--- config.mk ---
export PLATFORM = sky130hd
export DESIGN_NAME = if_id_reg_flat
export DESIGN_NICKNAME = d
export VERILOG_FILES = /design/src/rtl/if_id_reg_if.sv /design/src/rtl/if_id_reg.sv /design/src/flat_wrapper.sv
export SDC_FILE = /design/constraint.sdc
export NUM_CORES = 1
export LEC_CHECK = 0
export ABC_AREA = 0
export BUFFER_PORTS_ARGS = -buffer_cell sky130_fd_sc_hd__buf_2
export CAP_MARGIN = 20
export CORE_UTILIZATION = 48
export DETAILED_ROUTE_END_ITERATION = 12
export PLACE_DENSITY_LB_ADDON = 0.12
export SETUP_SLACK_MARGIN = 0.5
export SLEW_MARGIN = 30
export SYNTH_ARGS = -nofsm -noshare
export SYNTH_HDL_FRONTEND = slang
export SYNTH_SLANG_ARGS = --single-unit
export TNS_END_PERCENT = 1
--- constraint.sdc ---
create_clock -name clk -period 3.15 [get_ports clk]
set_input_delay 0.1575 -clock clk [delete_from_list [all_inputs] [get_ports clk]]
set_output_delay 0.1575 -clock clk [all_outputs]
set_load 0.005 [all_outputs]
--- src/rtl/if_id_reg_if.sv ---
// IF/ID bundle: fetch-side inputs, hazard controls and the registered decode-side view.
interface if_id_reg_if #(
  parameter int DATA_W = 32
);
  logic [DATA_W-1:0] pc_if;
  logic [DATA_W-1:0] inst_if;
  logic              data_hazard;
  logic              control_hazard;
  logic [DATA_W-1:0] pc_id;
  logic [DATA_W-1:0] pc4_id;
  logic [DATA_W-1:0] inst_id;
  logic              valid_id;
  logic              squash_busy;

  modport master (
    output pc_if, inst_if, data_hazard, control_hazard,
    input  pc_id, pc4_id, inst_id, valid_id, squash_busy
  );

  modport slave (
    input  pc_if, inst_if, data_hazard, control_hazard,
    output pc_id, pc4_id, inst_id, valid_id, squash_busy
  );
endinterface

--- src/rtl/if_id_reg.sv ---
// IF/ID pipeline register with flush/stall priority and a wrong-path squash counter.
// Optional performance counters are compiled in when IF_ID_PERF_EN is defined.
module if_id_reg #(
  parameter int                DATA_W       = 32,
  parameter logic [DATA_W-1:0] NOP_INST     = 32'h0000_0013,
  parameter int                SQUASH_DEPTH = 1
) (
  input  logic        clk,
  input  logic        rst,
  if_id_reg_if.slave  bus
`ifdef IF_ID_PERF_EN
  ,
  output logic [31:0] perf_stall_cnt,
  output logic [31:0] perf_flush_cnt,
  output logic [31:0] perf_issue_cnt
`endif
);

  // SQUASH_DEPTH is legal in 1..3, so the reload value always fits in two bits.
  localparam logic [1:0] SQ_RELOAD = 2'(SQUASH_DEPTH - 1);

  logic [1:0] sq_cnt;

  always_ff @(posedge clk or posedge rst) begin
    if (rst) begin
      bus.pc_id    <= '0;
      bus.pc4_id   <= '0;
      bus.inst_id  <= NOP_INST;
      bus.valid_id <= 1'b0;
      sq_cnt       <= 2'd0;
    end else if (bus.control_hazard) begin
      bus.pc_id    <= '0;
      bus.pc4_id   <= '0;
      bus.inst_id  <= NOP_INST;
      bus.valid_id <= 1'b0;
      sq_cnt       <= SQ_RELOAD;
    end else if (!bus.data_hazard) begin
      if (sq_cnt != 2'd0) begin
        bus.pc_id    <= '0;
        bus.pc4_id   <= '0;
        bus.inst_id  <= NOP_INST;
        bus.valid_id <= 1'b0;
        sq_cnt       <= sq_cnt - 2'd1;
      end else begin
        bus.pc_id    <= bus.pc_if;
        bus.pc4_id   <= bus.pc_if + DATA_W'(4);
        bus.inst_id  <= bus.inst_if;
        bus.valid_id <= 1'b1;
      end
    end
  end

  assign bus.squash_busy = (sq_cnt != 2'd0);

`ifdef IF_ID_PERF_EN
  logic is_stall;
  logic is_issue;

  assign is_stall = bus.data_hazard && !bus.control_hazard;
  assign is_issue = !bus.control_hazard && !bus.data_hazard && (sq_cnt == 2'd0);

  // Counters stick at all-ones rather than wrapping back to zero.
  always_ff @(posedge clk or posedge rst) begin
    if (rst) begin
      perf_stall_cnt <= 32'd0;
      perf_flush_cnt <= 32'd0;
      perf_issue_cnt <= 32'd0;
    end else begin
      if (is_stall && (perf_stall_cnt != 32'hFFFF_FFFF))
        perf_stall_cnt <= perf_stall_cnt + 32'd1;
      if (bus.control_hazard && (perf_flush_cnt != 32'hFFFF_FFFF))
        perf_flush_cnt <= perf_flush_cnt + 32'd1;
      if (is_issue && (perf_issue_cnt != 32'hFFFF_FFFF))
        perf_issue_cnt <= perf_issue_cnt + 32'd1;
    end
  end
`endif

endmodule

--- src/flat_wrapper.sv ---
// flat-port wrapper written by rule: the top's interface ports become plain ports
module if_id_reg_flat 
#(
  parameter int                DATA_W       = 32,
  parameter logic [DATA_W-1:0] NOP_INST     = 32'h0000_0013,
  parameter int                SQUASH_DEPTH = 1
)
  (clk, rst, bus_pc_if, bus_inst_if, bus_data_hazard, bus_control_hazard, bus_pc_id, bus_pc4_id, bus_inst_id, bus_valid_id, bus_squash_busy);
  if_id_reg_if #(.DATA_W(DATA_W)) bus_i ();
  input  logic clk;
  input  logic rst;
  input wire logic [$bits(bus_i.pc_if)-1:0] bus_pc_if;
  input wire logic [$bits(bus_i.inst_if)-1:0] bus_inst_if;
  input wire logic [$bits(bus_i.data_hazard)-1:0] bus_data_hazard;
  input wire logic [$bits(bus_i.control_hazard)-1:0] bus_control_hazard;
  output wire logic [$bits(bus_i.pc_id)-1:0] bus_pc_id;
  output wire logic [$bits(bus_i.pc4_id)-1:0] bus_pc4_id;
  output wire logic [$bits(bus_i.inst_id)-1:0] bus_inst_id;
  output wire logic [$bits(bus_i.valid_id)-1:0] bus_valid_id;
  output wire logic [$bits(bus_i.squash_busy)-1:0] bus_squash_busy;
  assign bus_i.pc_if = bus_pc_if;
  assign bus_i.inst_if = bus_inst_if;
  assign bus_i.data_hazard = bus_data_hazard;
  assign bus_i.control_hazard = bus_control_hazard;
  assign bus_pc_id = bus_i.pc_id;
  assign bus_pc4_id = bus_i.pc4_id;
  assign bus_inst_id = bus_i.inst_id;
  assign bus_valid_id = bus_i.valid_id;
  assign bus_squash_busy = bus_i.squash_busy;
  if_id_reg #(.DATA_W(DATA_W), .NOP_INST(NOP_INST), .SQUASH_DEPTH(SQUASH_DEPTH)) u_core (.clk(clk), .rst(rst), .bus(bus_i));
endmodule
# Word level (Yosys, flattened, before mapping)
# Cells that the tools add are included.
[op_classes]
n_eq_ne = 1
n_mux = 15
reduce_logical = 3
n_addsub = 2
[op_table]
columns = ["cell", "n"]
rows = [
  ["2-to-1 mux 32 bit", 9],
  ["adder 32 x 3 -> 32 bit, second input constant", 1],
  ["2-to-1 mux 2 bit", 3],
  ["nonzero test 2 bit", 2],
  ["2-to-1 mux 1 bit", 3],
  ["!= test 2 x 1 -> 1 bit, second input constant", 1],
  ["AND reduction 2 bit", 1],
  ["subtractor 2 x 1 -> 2 bit, second input constant", 1],
]
[totals]
register_bits = 99
output_inout_bits = 98
input_bits = 68
elab_cells = 26

# Logic depth before layout (Yosys ltp)
# Gate-level depths: netlist (run 1).
[logic_depth]
ltp_word = 4
ltp_mapped = 7
ltp_nobuf = 6

# Least setup slack after synthesis (run 1)
# Ideal clock, no wire load.
[synth_timing]
path_kind = "register to register"
from = "register u_core.sq_cnt[0]"
to = "register u_core.bus.pc4_id[23]"
period_less_slack_ps = 1566
required_time_ps = 3067
path_stages_with_launch = 8
t_arrival_ps = 1483
slack_ps = 1584
setup_time_ps = 83
path_buffers = 2
cell_sequence = "dfrtp_1 inv_1 ha_1 inv_1 or3_1 clkbuf_1 clkbuf_1 o21ai_0"
[synth_via]
elab_chain_len = 4
[synth_rtl]
columns = ["element", "line", "rtl"]
rows = [
  ["start, declared", "if_id_reg.sv:22", "logic [1:0] sq_cnt;"],
  ["start signal, assigned", "if_id_reg.sv:43", "sq_cnt <= sq_cnt - 2'd1;"],
  ["nonzero test 2 bit", "--", ""],
  ["net bus_squash_busy", "flat_wrapper.sv:20", "output wire logic [$bits(bus_i.squash_busy)-1:0] bus_squash_busy;"],
  ["2-to-1 mux 32 bit", "if_id_reg.sv:38", "if (sq_cnt != 2'd0) begin"],
  ["2-to-1 mux 32 bit", "if_id_reg.sv:37", "end else if (!bus.data_hazard) begin"],
  ["2-to-1 mux 32 bit", "if_id_reg.sv:31", "end else if (bus.control_hazard) begin"],
  ["end signal, assigned", "if_id_reg.sv:46", "bus.pc4_id <= bus.pc_if + DATA_W'(4);"],
  ["end, declared", "if_id_reg_if.sv:22", "output pc_id, pc4_id, inst_id, valid_id, squash_busy"],
]
# The timed path passes the listed nets, and every way through them passes these cells. The select of a mux whose other input is x is not followed.
# A chain may end at the register's enable or synchronous reset.

# Final worst setup path (run 1)
[layout_timing]
from = "register u_core.sq_cnt[0]"
to = "register u_core.bus.pc_id[2]"
[layout_via]
elab_chain_len = 4
[layout_rtl]
columns = ["element", "line", "rtl"]
rows = [
  ["nonzero test 2 bit", "if_id_reg.sv:38", ""],
  ["2-to-1 mux 32 bit", "if_id_reg.sv:38", ""],
  ["2-to-1 mux 32 bit", "if_id_reg.sv:37", ""],
  ["2-to-1 mux 32 bit", "if_id_reg.sv:31", ""],
  ["end signal, assigned", "if_id_reg.sv:45", "bus.pc_id <= bus.pc_if;"],
  ["end, declared", "if_id_reg_if.sv:22", ""],
]
# Every way passes these cells. The select of a mux whose other input is x is not followed.

==> results by stage, run 1 <==
Placement:
- The weighted congestion at the end of routability-driven global placement is 0.813.
- The quantity of I/O buffers inserted on ports is 165.
- OpenSTA, run right after detailed placement, puts the worst setup slack at 1.22 ns.
- The detailed placer's ending HPWL is 6570 um.

Clock tree:
- Counting along the longest clock path gives a buffer depth of 2.
- TritonCTS built the clock tree.
- The clock tree synthesis step divided the H-tree into 3 levels.
- Once the clock tree was built, the setup fixing pass inserted 0 buffers.
- The tree is rooted in a clkbuf_8.
- The total clock buffers created by CTS is 9.
- The number of sinks on the clock net is 97.
- After clock tree synthesis, the clock-pin slew on the worst setup and hold paths is 0.09 ns.
- The clock reaches the later pin of the worst-skew pair after 0.35 ns.

Yosys:
- The total of warnings raised by yosys is 0.
- The post-synthesis instance total is 336.
- The number of different library cells used by synthesis comes to 30.
- The per-instance average area after synthesis is 12.0 um2.
- The sequential-to-total area share from yosys stat is 60.5%.
- Counting flops and latches in the post-synthesis netlist gives 97.
- The cell area after synthesis is 4020 um2.
- Synthesis produced a netlist with a net count of 406.

Floorplanning:
- The top-level I/O count is 166.
- Measured along the x axis, the die boundary spans 93.5 um.
- The placement row count is 33.
- The total area inside the core boundary comes to 8180 um2.
- The die outline height is 93.5 um.
- The starting density of the core is 49.2%.
- The die covers 8750 um2.

Critical path:
- On the worst path, the slowest cell contributes a delay of 0.57 ns.
- The critical-path cell with the highest stage delay is buf_4.
- Data arrives at the worst endpoint at 2.22 ns.
- The cell type group with the largest total delay on the critical path is buffers and inverters.
- STA classifies the critical path startpoint as a flop.
- The worst path required time is 3.44 ns.
- The most frequent cell on the critical path is inv_1.
- Along the worst path, the maximum fanout reaches 58.
- The signal on the critical path passes through inv_1 -> ha_1 -> inv_1 -> nor3_2 -> buf_4 -> a22o_1.
- The critical path class is flop to flop.
- STA classifies the critical path endpoint as a flop.
- The critical path contains buffers and inverters numbering 3 combined.

Power and ir drop:
- The part of the total power dissipated in combinational logic is 16.7%.
- Internal power comes to 1.85 mW.
- The maximum vdd ir drop is 0.264 mV.
- The net switching power is 0.708 mW.
- In this run switching power makes up 27.7% of total power.
- The areal power density over the cells is 500 nW/um2.
- The share of total power dissipated in the clock network is 27.8%.
- In this run the static leakage power is 2.68 nW.
- Per report_power, the sequential group accounts for 55.5% of the total.

Drt:
- The detailed router used layers up to and including met4.
- In the final routed layout, each cell accounts on average for 15.9 um.
- The count of nets left with antenna violations once routing finished came out at 0.
- The mean number of vias per cell is 5.28.
- The met3 wire length is 535 um.
- The detailed router placed 3,191 vias in this run.
- The remaining design rule violation count is 0.
- In the final routing, the length of wire on met1 measures 4600 um.
- The first-pass detailed-route iteration total is 5.
- The routed design uses 4330 um of met2 wire.
- The total wire length is 9590 um.
- The detailed router finished its first iteration with 93 violations.

Layout:
- Leaving out fill and tap cells, the most frequent cells in the layout are 165 x buf_2, 94 x dfrtp_1, 61 x a22o_1.
- The number of antenna cells inserted is 0.
- The most common cell after layout, fill and taps aside is buf_2.
- The number of filler instances in the final layout is 689.
- The synthesis-to-layout area growth is 27.0%.
- The total number of nets in the final design is 564.
- Cells with a size suffix above 1 make up 39.3% of the layout.

Min path:
- The class of the worst hold path is primary input to flop.

STA:
- The slack of the critical path is 1.22 ns.
- Dividing the final minimum period by the clock period gives 61.1%.
- The final setup skew is 0.0110 ns.
- Based on the critical path, the design can be clocked at up to 519 MHz.
- The actual transition at the worst max-transition pin is 0.754 ns.
- The summed negative setup slack over all endpoints is 0 ns.
- Setup violations remaining at the end of the flow were counted as 0.
- The max-slew violation total from the final report was 0.
- The worst-case headroom to the max-slew limit is 49.6%.
- Setup repair after global routing left no endpoint under its margin.
- The clock period could shrink to 1.93 ns.
- The tightest hold path in the finished design has a slack of 0.0146 ns.
- The final-report hold violation count is 0.

Global routing:
- The first global-routing pass estimated 15,300 um of wire.
- Entering global routing, the biggest net connects 64 pins.
- Global routing finished with a remaining overflow of 0.
- The global-route usage over all layers is 22.8%.
- The via count of the first global-routing pass is 3,067.
- The number of antenna violations at the first check in global routing is 0.

Run status:
- The flow ran to the end, and the final reports show no timing, DRC or antenna violations.

Run:
- The tool flagged a number of max-cap violations equal to 0.
cell usage after synthesis, drive strengths merged:
| library cell | count | area (um2) |
|---|---|---|
| and2 | 3 | 18.8 |
| o21ai | 30 | 150 |
| a211oi | 1 | 7.51 |
| nand4 | 7 | 58.8 |
| xnor2 | 7 | 61.3 |
| nand2b | 1 | 6.26 |
| nor2b | 1 | 6.26 |
| or3 | 1 | 6.26 |
| nor2 | 6 | 22.5 |
| ha | 2 | 25.0 |
| nand3 | 13 | 75.1 |
| xor2 | 22 | 193 |
| and3 | 4 | 25.0 |
| nor3 | 5 | 57.6 |
| o22a | 3 | 26.3 |
| a22o | 61 | 534 |
| buf | 14 | 77.6 |
| and4 | 4 | 35.0 |
| clkbuf | 10 | 37.5 |
| nand2 | 39 | 146 |
| dfrtp | 94 | 2350 |
| inv | 5 | 18.8 |
| dfstp | 3 | 78.8 |
power groups by stage:
stage	sequential [mW]	clock, mW	combinational, mW
floorplan	1.45	0	0.194
global placement	1.44	0	0.422
detailed placement	1.44	0	0.433
CTS	1.42	0.730	0.435
global route	1.43	0.780	0.478
finish	1.42	0.710	0.427
routing by layer:
| layer | GRT usage, % | vias to the layer above |
|---|---|---|
| met5 | 0 | - |
| met4 | 7.82 | 0 |
| met3 | 4.80 | 11 |
| met2 | 35.6 | 103 |
| met1 | 31.8 | 1554 |
| li1 | - | 1523 |
what timing repair did:
| item | CTS | global route |
|---|---|---|
| hold buffers | 2 | 0 |
| resized for setup | 0 | 0 |
| endpoints found under the hold margin | 29 | 0 |
state kept, by name (all words and copies together), names as in the netlist:
register / count
u_core.bus.pc_id: 30
u_core.sq_cnt: 2
u_core.bus.valid_id: 1
u_core.bus.pc4_id: 32
u_core.bus.inst_id: 32
area by class of cell:
cell class | instances | area [um2] | share of cell area [%]
clock inverter | 4 | 30.0 | 0.588
sequential | 97 | 2430 | 47.6
inverter | 5 | 22.5 | 0.441
timing repair buffer | 171 | 888 | 17.4
tap | 105 | 131 | 2.57
clock buffer | 12 | 135 | 2.65
multi-input combinational | 210 | 1470 | 28.8
path summary, 6_finish.rpt:
path | from | to | slack [ns] | cells after the start
worst min-delay path | bus_inst_if[21] | u_core.bus.inst_id[21] | 0.01 | 2
max in group asynchronous | rst | u_core.bus.pc4_id[20] | 1.86 | 4
min in group asynchronous | rst | u_core.bus.inst_id[30] | 0.43 | 3
worst min register to register | u_core.bus.pc4_id[16] | u_core.bus.pc4_id[16] | 0.48 | 2
worst max register to register | u_core.sq_cnt[0] | u_core.bus.pc_id[2] | 1.22 | 6
worst max-delay path | u_core.sq_cnt[0] | u_core.bus.pc_id[2] | 1.22 | 6
cell families (layout without fill, tap and decap cells):
logic type	Yosys count	after routing	share of synthesized area [%]
AOI/OAI and AO/OA	95	95	17.9
xor gates and xnor gates	29	29	6.32
adders and majority gates	2	2	0.622
buffers and inverters	29	192	3.33
DFF	97	97	60.5
and+or+nand+nor	84	84	11.4
per-stage QoR:
stage | instance area [um2] | util (%) | std cells | power, mW
after floorplan | 4020 | - | 336 | 1.64
after global placement | 4920 | 60.2 | 586 | 1.86
after detailed placement | 4920 | 60.2 | 586 | 1.87
after CTS | 5110 | 62.5 | 604 | 2.58
after global routing | 5110 | 62.5 | 604 | 2.69
final | 5110 | 62.5 | 604 | 2.55
No activity file was read; power rests on OpenSTA's default activity.
==> run 2, diff against run 1 <==
==> constraint.sdc (replaced) <==
create_clock -name clk -period 1.8 [get_ports clk]
set_input_delay 0.09 -clock clk [delete_from_list [all_inputs] [get_ports clk]]
set_output_delay 0.09 -clock clk [all_outputs]
set_load 0.005 [all_outputs]
==> run 2 against run 1 <==
  * Worst setup slack lost 0.91 ns
  * Via count grew 8.8%
  * Cell count grew 9.4%
  * Global-route usage grew 3.7 points
  * Hold slack lost 0.0067 ns
  * Highest routed layer unchanged
==> results by stage, run 2 (synthesis gave the netlist of run 1 again) <==
STA:
- The final-report hold violation count is 0.
- The max-slew violation total from the final report is 0.
- In the post-route analysis, the smallest setup slack over all paths is 0.314 ns.
- The final critical path takes up 82.6% of the cycle.
- Timing would allow up to 673 MHz.
- In this run the tightest slew margin relative to its limit is 66.5%.
- On the final layout, the worst clock skew is 0.00592 ns.
- The minimum period implied by the final worst setup slack is 1.49 ns.
- The count of final setup violators is 0.
- Setup repair after global routing could not meet its margin everywhere.
- The actual transition at the worst max-transition pin is 0.502 ns.
- Summed over all failing endpoints, the final setup total negative slack is 0 ns.

Layout:
- Of the cells placed in the final design, the portion with a size suffix greater than 1 is 38.5%.
- Once layout is done, the placed cells without fillers occupy 5780 um2.
- Leaving out fill and tap cells, the most frequent cell in the layout is buf_2.
- The library cells used most frequently in the layout, excluding fill and tap cells, are 165 x buf_2, 94 x dfrtp_1, 61 x a22o_1.
- The number of antenna cells inserted is 0.
- Compared with the post-synthesis result, the final layout area differs by 43.9%.
- For this run, the post-layout net count is 621.
- The final core area utilization is 70.7%.
- The largest registers in the layout are u_core.bus.inst_id x32, u_core.bus.pc4_id x32, u_core.bus.pc_id x30.

Clock tree:
- The clock-pin slew of the registers on the worst-case setup and hold paths is 0.10 ns.
- The level count of the clock H-tree is 3.
- CTS placed an instance of clkbuf_8 at the clock tree root.
- Counting every sink on the clock net gives 97.
- The number of clock buffers added by TritonCTS is 9.
- The TritonCTS clock tree is yes.
- The clock reaches the later pin of the worst-skew pair after 0.36 ns.
- In this run the deepest clock path goes through 2 buffers.

Critical path:
- The critical path is of the flop to flop type.
- For the worst setup path, the data required time is 2.11 ns.
- The cell type group with the largest total delay on the critical path is buffers and inverters.
- The maximum fanout along the worst path is 14.
- STA classifies the critical path startpoint as a flop.
- The worst reg2reg path endpoint is u_core.bus.inst_id[14].
- The delay contributed by the slowest stage of the critical path is 0.39 ns.
- Traced cell by cell, the critical path runs through inv_1 -> ha_2 -> inv_2 -> nor3_4 -> buf_4 -> clkbuf_16 -> a22o_1.
- The number of buffer and inverter instances along the worst setup path is 4.
- On the critical path, the stage with the largest delay is an instance of dfrtp_1.
- The reg2reg setup slack is 0.31 ns.
- The depth of the worst register-to-register path is 7.
- The nature of the critical path endpoint is a flop.
- The endpoint arrival time on the critical path is 1.79 ns.
- The worst reg2reg path startpoint is u_core.sq_cnt[1].

Global routing:
- The first global-routing pass estimated 17,500 um of wire.
- Global routing used 26.5% of the available tracks across all layers.
- The largest net degree at the start of global routing is 51.
- The number of antenna violations at the first check in global routing came to 0.
- The via count of the first global-routing pass was 3,437.
- After global routing the overflow that remains totals 0.

Placement:
- The weighted congestion at the end of routability-driven global placement is 0.805.
- Input and output buffers added on the ports amount to 165.
- After detailed placement, the total cell area comes to 4980 um2.
- Timing analysis after detailed placement gives a worst setup slack of 0.255 ns.
- The HPWL after detailed placement is 6710 um.

Power and ir drop:
- The post-layout total power is 4.80 mW.
- In this run the static leakage power is 2.97 nW.
- Across the VDD grid, the largest voltage drop is 0.476 mV.
- Power spread over the standard cell area amounts to 831 nW/um2.

Run status:
- The flow ran to the end, and the final reports show no timing, DRC or antenna violations.

Min path:
- The worst hold path begins at bus_pc_if[20].
- Along the worst hold path, the cell count comes to 2.
- The class of the worst hold path is primary input to flop.
- The worst hold path terminates at u_core.bus.pc_id[20].

Drt:
- The post-detailed-route count of antenna-violating nets is 0.
- The first-pass detailed-route iteration total is 4.
- In the routed design, unresolved DRC markers number 0.
- The total wire length is 11,200 um.
- The final route contains 3,473 vias.
- The mean number of vias per cell is 5.25.
- After the first detailed-routing iteration, the DRC count stood at 222.
- The routed wire length per instance is 16.9 um.

Floorplanning:
- The die span in x is 93.5 um.
- The floorplan step defined a core boundary enclosing 8180 um2.
- The placement row count is 33.
- The floorplan step defined a die boundary enclosing 8750 um2.
- The die outline height is 93.5 um.
- For this design the top-level I/O count stands at 166.
- Once the floorplan was initialized, standard cells occupied 49.2% of the core.

Run:
- Across the run, the number of max-cap violations was 0.
==> run 2: what timing repair did <==
action | 4_1_cts | 5_1_grt
cloned | 3 | 1
hold endpoints to repair | 80 | 0
gates resized for setup | 17 | 13
setup endpoints to repair | 96 | 96
hold buffers | 49 | 0
buffers inserted | 0 | 2
pin swaps | 4 | 1
==> run 2: layer usage <==
layer	part of all wire [%]	track usage [%]
met5	0	0
met4	0.93	8.33
met3	7.2	6.26
met2	48	42.1
met1	44	36.0
==> run 2: report_power, final <==
| group | total, mW | switching, mW | internal [mW] | leakage (nW) |
|---|---|---|---|---|
| clock | 1.37 | 0.780 | 0.586 | 0.0924 |
| combinational | 0.956 | 0.469 | 0.487 | 1.59 |
| sequential | 2.48 | 0.105 | 2.38 | 1.29 |
| total | 4.80 | 1.35 | 3.45 | 2.97 |
==> run 2: worst register-to-register path, delay by kind of cell (launching register included) <==
family	cells	cell delay [ns]
buf+inv	4	0.52
flops	1	0.39
simple gates	1	0.20
fa+ha+maj	1	0.18
compound gates	1	0.15
==> run 2: worst max path at each step <==
stage	from	end	slack, ns	cells after the start
after CTS	u_core.sq_cnt[0]	u_core.bus.pc4_id[29]	0.35	6
after global placement	bus_pc_if[2]	u_core.bus.pc4_id[22]	0.30	7
after floorplan	u_core.sq_cnt[0]	u_core.bus.pc4_id[23]	0.23	7
final	u_core.sq_cnt[1]	u_core.bus.inst_id[14]	0.31	7
after global routing	u_core.sq_cnt[1]	u_core.bus.inst_id[2]	0.25	7
after detailed placement	u_core.sq_cnt[0]	u_core.bus.inst_id[0]	0.26	6
==> run 2: through the flow <==
step	hold WS, ns	std cells
floorplan	0.156	336
global placement	0.0806	590
detailed placement	0.0791	590
CTS	0.000113	658
global route	0.00317	661
finish	0.00794	661
==> run 2: final cells by class <==
cell class	instances	area (um2)
Clock buffer	11	151
Clock inverter	5	37.5
Fill cell	619	2390
Inverter	5	22.5
Multi-Input combinational cell	210	1490
Sequential cell	97	2430
Tap cell	105	131
Timing Repair Buffer	228	1520
